===== src/rtl/scroll_sprite_compositor.sv =====
// Pixel compositor: scrolled/scaled background map plus NUM_SPRITES prioritised sprites.
// Optional build macro SCROLL_CLAMP_EN clamps the frame-start scroll latch to the map extent.

module ssc_spr_chan #(
    parameter int SPR_SIZE = 75,
    parameter int DEG_W    = 4,
    parameter int SAW      = 17
) (
    input  logic             clk,
    input  logic             rst,
    input  logic [9:0]       h_cnt,
    input  logic [9:0]       v_cnt,
    input  logic             en,
    input  logic [9:0]       x,
    input  logic [9:0]       y,
    input  logic [DEG_W-1:0] deg,
    output logic             hit,
    output logic [SAW-1:0]   addr_q
);
    logic [10:0]    px, py;
    logic [SAW-1:0] addr_d;

    // 11-bit signed offsets: a negative result (bit 10) means left of / above the sprite
    always_comb begin
        px     = {1'b0, h_cnt} - {1'b0, x};
        py     = {1'b0, v_cnt} - {1'b0, y};
        hit    = en & ~px[10] & ~py[10] & (px < 11'(SPR_SIZE)) & (py < 11'(SPR_SIZE));
        addr_d = '0;
        if (hit)
            addr_d = SAW'(deg) * SAW'(SPR_SIZE * SPR_SIZE) + SAW'(py) * SAW'(SPR_SIZE) + SAW'(px);
    end

    always_ff @(posedge clk or negedge rst) begin
        if (!rst) addr_q <= '0;
        else      addr_q <= addr_d;
    end
endmodule

module scroll_sprite_compositor #(
    parameter int          MAP_W       = 320,
    parameter int          MAP_H       = 240,
    parameter int          SCALE_SHIFT = 1,
    parameter int          H_ACTIVE    = 640,
    parameter int          V_ACTIVE    = 480,
    parameter int          NUM_SPRITES = 2,
    parameter int          SPR_SIZE    = 75,
    parameter int          SPR_DIRS    = 16,
    parameter int          BRAM_LAT    = 1,
    parameter logic [11:0] OOB_COLOR   = 12'h6B4,
    parameter logic [11:0] KEY_COLOR   = 12'h000,
    localparam int         MAW         = $clog2(MAP_W * MAP_H),
    localparam int         SAW         = $clog2(SPR_DIRS * SPR_SIZE * SPR_SIZE),
    localparam int         DEG_W       = $clog2(SPR_DIRS)
) (
    input  logic                                clk,
    input  logic                                rst,
    input  logic                                valid,
    input  logic [9:0]                          h_cnt,
    input  logic [9:0]                          v_cnt,
    input  logic                                hsync_in,
    input  logic                                vsync_in,
    input  logic                                frame_start,
    input  logic [9:0]                          scroll_x,
    input  logic [9:0]                          scroll_y,
    input  logic [NUM_SPRITES-1:0]              spr_en,
    input  logic [NUM_SPRITES-1:0][9:0]         spr_x,
    input  logic [NUM_SPRITES-1:0][9:0]         spr_y,
    input  logic [NUM_SPRITES-1:0][DEG_W-1:0]   spr_deg,
    output logic [MAW-1:0]                      map_addr,
    input  logic [11:0]                         map_data,
    output logic [NUM_SPRITES-1:0][SAW-1:0]     spr_addr,
    input  logic [NUM_SPRITES-1:0][11:0]        spr_data,
    output logic [3:0]                          vgaRed,
    output logic [3:0]                          vgaGreen,
    output logic [3:0]                          vgaBlue,
    output logic                                hsync,
    output logic                                vsync
);
    localparam int SX_RAW = MAP_W - (H_ACTIVE >> SCALE_SHIFT);
    localparam int SY_RAW = MAP_H - (V_ACTIVE >> SCALE_SHIFT);
    localparam int SX_LIM = (SX_RAW < 0) ? 0 : SX_RAW;
    localparam int SY_LIM = (SY_RAW < 0) ? 0 : SY_RAW;

    typedef struct packed {
        logic                   vld;
        logic                   oob;
        logic [NUM_SPRITES-1:0] hit;
        logic                   hs;
        logic                   vs;
    } sb_t;

    logic [9:0]             sx_q, sy_q, sx_d, sy_d;
    logic [10:0]            mx, my;
    logic                   oob;
    logic [21:0]            map_lin;
    logic [MAW-1:0]         map_addr_q, map_addr_d;
    logic [NUM_SPRITES-1:0] hit;
    sb_t                    sb_pipe_q [BRAM_LAT:0];
    sb_t                    sb_c;
    logic [11:0]            color_q, color_d;
    logic                   hs_q, vs_q, found;

`ifdef SCROLL_CLAMP_EN
    always_comb begin
        sx_d = (int'(scroll_x) > SX_LIM) ? 10'(SX_LIM) : scroll_x;
        sy_d = (int'(scroll_y) > SY_LIM) ? 10'(SY_LIM) : scroll_y;
    end
`else
    always_comb begin
        sx_d = scroll_x;
        sy_d = scroll_y;
    end
`endif

    always_ff @(posedge clk or negedge rst) begin
        if (!rst) begin
            sx_q <= '0;
            sy_q <= '0;
        end else if (frame_start) begin
            sx_q <= sx_d;
            sy_q <= sy_d;
        end
    end

    // Stage A: background address, 11-bit sums so an over-scrolled pixel reads as out-of-map
    always_comb begin
        mx         = 11'(h_cnt >> SCALE_SHIFT) + {1'b0, sx_q};
        my         = 11'(v_cnt >> SCALE_SHIFT) + {1'b0, sy_q};
        oob        = (mx >= 11'(MAP_W)) | (my >= 11'(MAP_H));
        map_lin    = 22'(my) * 22'(MAP_W) + 22'(mx);
        map_addr_d = oob ? '0 : MAW'(map_lin);
    end

    genvar gi;
    generate
        for (gi = 0; gi < NUM_SPRITES; gi++) begin : g_spr
            ssc_spr_chan #(.SPR_SIZE(SPR_SIZE), .DEG_W(DEG_W), .SAW(SAW)) u_chan (
                .clk    (clk),
                .rst    (rst),
                .h_cnt  (h_cnt),
                .v_cnt  (v_cnt),
                .en     (spr_en[gi]),
                .x      (spr_x[gi]),
                .y      (spr_y[gi]),
                .deg    (spr_deg[gi]),
                .hit    (hit[gi]),
                .addr_q (spr_addr[gi])
            );
        end
    endgenerate

    // Side-band rides alongside the BRAM reads so stage C sees it together with the data
    always_ff @(posedge clk or negedge rst) begin
        if (!rst) begin
            map_addr_q <= '0;
            for (int k = 0; k <= BRAM_LAT; k++) sb_pipe_q[k] <= '0;
        end else begin
            map_addr_q   <= map_addr_d;
            sb_pipe_q[0] <= '{vld: valid, oob: oob, hit: hit, hs: hsync_in, vs: vsync_in};
            for (int k = 1; k <= BRAM_LAT; k++) sb_pipe_q[k] <= sb_pipe_q[k-1];
        end
    end

    assign sb_c     = sb_pipe_q[BRAM_LAT];
    assign map_addr = map_addr_q;

    // Stage C: blanking, then sprites by index, then out-of-map, then background
    always_comb begin
        color_d = '0;
        found   = 1'b0;
        if (sb_c.vld) begin
            for (int i = 0; i < NUM_SPRITES; i++) begin
                if (!found && sb_c.hit[i] && spr_data[i] != KEY_COLOR) begin
                    color_d = spr_data[i];
                    found   = 1'b1;
                end
            end
            if (!found) color_d = sb_c.oob ? OOB_COLOR : map_data;
        end
    end

    always_ff @(posedge clk or negedge rst) begin
        if (!rst) begin
            color_q <= '0;
            hs_q    <= 1'b1;
            vs_q    <= 1'b1;
        end else begin
            color_q <= color_d;
            hs_q    <= sb_c.hs;
            vs_q    <= sb_c.vs;
        end
    end

    assign {vgaRed, vgaGreen, vgaBlue} = color_q;
    assign hsync = hs_q;
    assign vsync = vs_q;
endmodule


===== config.mk =====
export PLATFORM = sky130hd
export DESIGN_NAME = scroll_sprite_compositor
export DESIGN_NICKNAME = d
export VERILOG_FILES = /design/src/rtl/scroll_sprite_compositor.sv
export SDC_FILE = /design/constraint.sdc
export NUM_CORES = 1
export LEC_CHECK = 0
export BUFFER_PORTS_ARGS = -buffer_cell sky130_fd_sc_hd__clkbuf_2
export CAP_MARGIN = 20
export CORE_ASPECT_RATIO = 0.75
export CORE_MARGIN = 10
export CORE_UTILIZATION = 55
export CTS_CLUSTER_SIZE = 10
export DETAILED_ROUTE_END_ITERATION = 10
export PLACE_DENSITY_LB_ADDON = 0.05
export SKIP_CTS_REPAIR_TIMING = 1
export SYNTH_ARGS = -nofsm -noshare
export SYNTH_HDL_FRONTEND = slang
export SYNTH_SLANG_ARGS = --single-unit

===== constraint.sdc =====
create_clock -name clk -period 9.5 [get_ports clk]
set_input_delay 0.475 -clock clk [delete_from_list [all_inputs] [get_ports clk]]
set_output_delay 0.475 -clock clk [all_outputs]
set_load 0.05 [all_outputs]

==> summary.md <==
| Metric | Value |
|---|---|
| Outcome | `complete, no violations` |
| Vias in the first global route | `9,398` |
| Setup WS pre-CTS | `2.31 ns` |
| Total Nets Final | `1,942` |
| Clk Tree Root Cell | `clkbuf_16` |
| I/O pin cnt | `197` |
| WP data arrival | `7.12 ns` |
| # rows | `47` |
| Die ar. | `28,700 um^2` |
| Period utilisation layout | `72.2%` |
| Clock sink total | `97` |
| Seq/Total Area, Yosys | `19.9%` |
| Clock transition at path regs | `0.09 ns` |
| CTS tree | `done` |
| Crit. Startpoint | `v_cnt[0]` |
| Worst-path maximum fanout | `6` |
| YS warnings | `0` |
| Antenna violations before repair | `2` |
| GRT Resource Usage Total | `20.7%` |
| Final worst slack | `2.64 ns` |
| CTS Buffer Depth | `2` |
| # DRC | `0` |
| Syn nets | `1,742` |
| Critical path class | `in -> reg` |
| Required time of the critical path | `9.76 ns` |
| Critical path's slowest cell | `fa_1` |
| Max-slew violations | `0` |
| Minimum clock period after layout | `6.86 ns` |
| Die X | `192 um` |
| Avg WL per Cell | `16.3 um` |
| Synth async-reset ratio | `100%` |
| DP HPWL | `25,200 um` |
| Primary FF master, synth | `dfrtp_1` |
| Final setup TNS | `0 ns` |
| Hold crit path type | `in -> async` |
| Type of origin of the critical path | `input port` |
| Most common cell in the netlist | `inv_1` |
| Fmax | `146 MHz` |
| Clk_lat worst skew | `0.37 ns` |
| Grt ovf | `0` |
| Library cells used by synthesis | `73` |
| Slowest stage delay, CP | `0.53 ns` |
| Crit Reg-Reg Startpoint | `sy_q[0]` |
| Synth area leaders | `fa_1, ha_1, dfrtp_1` |
| First-pass GRT wire length | `47,500 um` |
| DRT Pass-1 Iters | `8` |
| H-tree depth | `3` |
| Fillers | `2,010` |
| Synth Area per Inst | `9.50 um^2` |
| Share of cells above drive strength 1 | `17.7%` |
| Setup Skew | `0.0166 ns` |
| Initial Util | `55.6%` |
| Hold Fails Final Rpt | `0` |
| Synth Instances | `1,288` |
| Yosys top cell area share | `20.3%` |
| Max Cap Viol | `0` |
| FF+latch count, synth | `97` |
| Area delta synth->final | `13.4%` |
| Placer Congestion | `0.905` |
| Core area | `22,000 um^2` |
| Slew Limit Headroom | `37.5%` |
| Initial DRC Count | `477` |
| Post-Layout Cell Count | `1,788` |
| Post-route ant nets | `0` |
| Vias per cell | `5.20` |
| Worst slew pin tran | `0.934 ns` |
| Port Buffers | `196` |
| RSZ-0062 raised after global routing | `false` |
| Routed vias | `9,290` |
| DIE HEIGHT | `149 um` |
| Setup violations, final | `0` |
| Number of buffers created by CTS | `9` |
| Syn Std Cell Area | `12,200 um^2` |
| WL final | `29,100 um` |
| Setup crit end kind | `register` |
| Core Util, Final | `63.1%` |
| Cell count after placement | `1,771` |
| Synth area leader | `fa_1` |
| Count of flip-flops with a built-in enable after synthesis | `0` |
| Synth top cells by count | `inv_1, ha_1, fa_1` |
| Largest net degree at the start of global routing | `67` |
-- metal layers --
metal  wire (um)  GRT usage (%)
met5          13              0
met4         435           5.10
met3        1670           4.70
met2       13400           32.8
met1       13600           28.2
-- registers in the layout (all words and copies together) (netlist names) --
name / cells
sy_q: 10
hsync: 1
sx_q: 10
color_q: 12
map_addr: 17
g_spr.u_chan.addr_q: 34
sb_c: 6
vsync: 1
sb_pipe_q: 6
-- critical path, delay by kind of cell --
kind,cells,cell delay (ns)
xor+xnor,1,0.48
compound gates,8,1.91
simple gates,3,0.45
buf+inv,7,0.50
fa+ha+maj,8,3.30
-- final timing paths --
path	to	slack, ns	depth (start not counted)
setup reg to reg	map_addr[16]	5.12	16
hold reg to reg	sb_c[2]	0.34	0
max in group asynchronous	sy_q[0]	8.26	2
min in group clk	sb_pipe_q[5]	0.21	1
setup / recovery	g_spr[1].u_chan.addr_q[15]	2.64	27
hold / removal	g_spr[0].u_chan.addr_q[0]	0.04	1
-- kinds of logic (layout without fill, tap and decap cells) --
group	after synthesis	after routing	share of synthesized area, %
AOI/OAI and AO/OA	210	210	11.9
buffers and inverters	303	508	9.51
xor gates and xnor gates	74	74	5.41
other	0	1	0
adders and majority gates	322	322	40.5
DFF	97	97	19.9
muxes	21	21	1.91
and+or+nand+nor	261	261	10.9
-- cell type report --
type	instances	area (um^2)	area share [%]
multi-input combinational	888	8650	62.3
sequential	97	2430	17.5
inverter	292	1100	7.90
timing repair buffer	200	1010	7.30
tap	294	368	2.65
clock buffer	9	225	1.62
clock inverter	7	96.3	0.694
antenna	1	2.50	0.0180
-- layout by cell type (no fill, tap or decap), types with 15 or more instances in the layout --
master,n
a21oi_1,49
mux2_2,19
dfrtp_1,95
fa_1,124
clkbuf_2,195
a21o_1,15
o21a_1,17
nor3_1,29
xor2_1,27
o21ai_0,37
nand2_1,40
xnor2_1,46
nor2_1,91
ha_1,198
inv_1,291
nor2b_1,17
-- stage by stage --
| step | instance area, um^2 | hold slack [ns] |
|---|---|---|
| 2_1_floorplan | 12200 | 0.179 |
| 3_3_place_gp | 13600 | 0.334 |
| 3_5_place_dp | 13600 | 0.336 |
| 4_1_cts | 13900 | 0.0430 |
| 5_1_grt | 13900 | 0.0677 |
| 6_report | 13900 | 0.0354 |
Power is not shown: default switching activity piles up to over one toggle a cycle in this logic, so the estimate is an artifact.
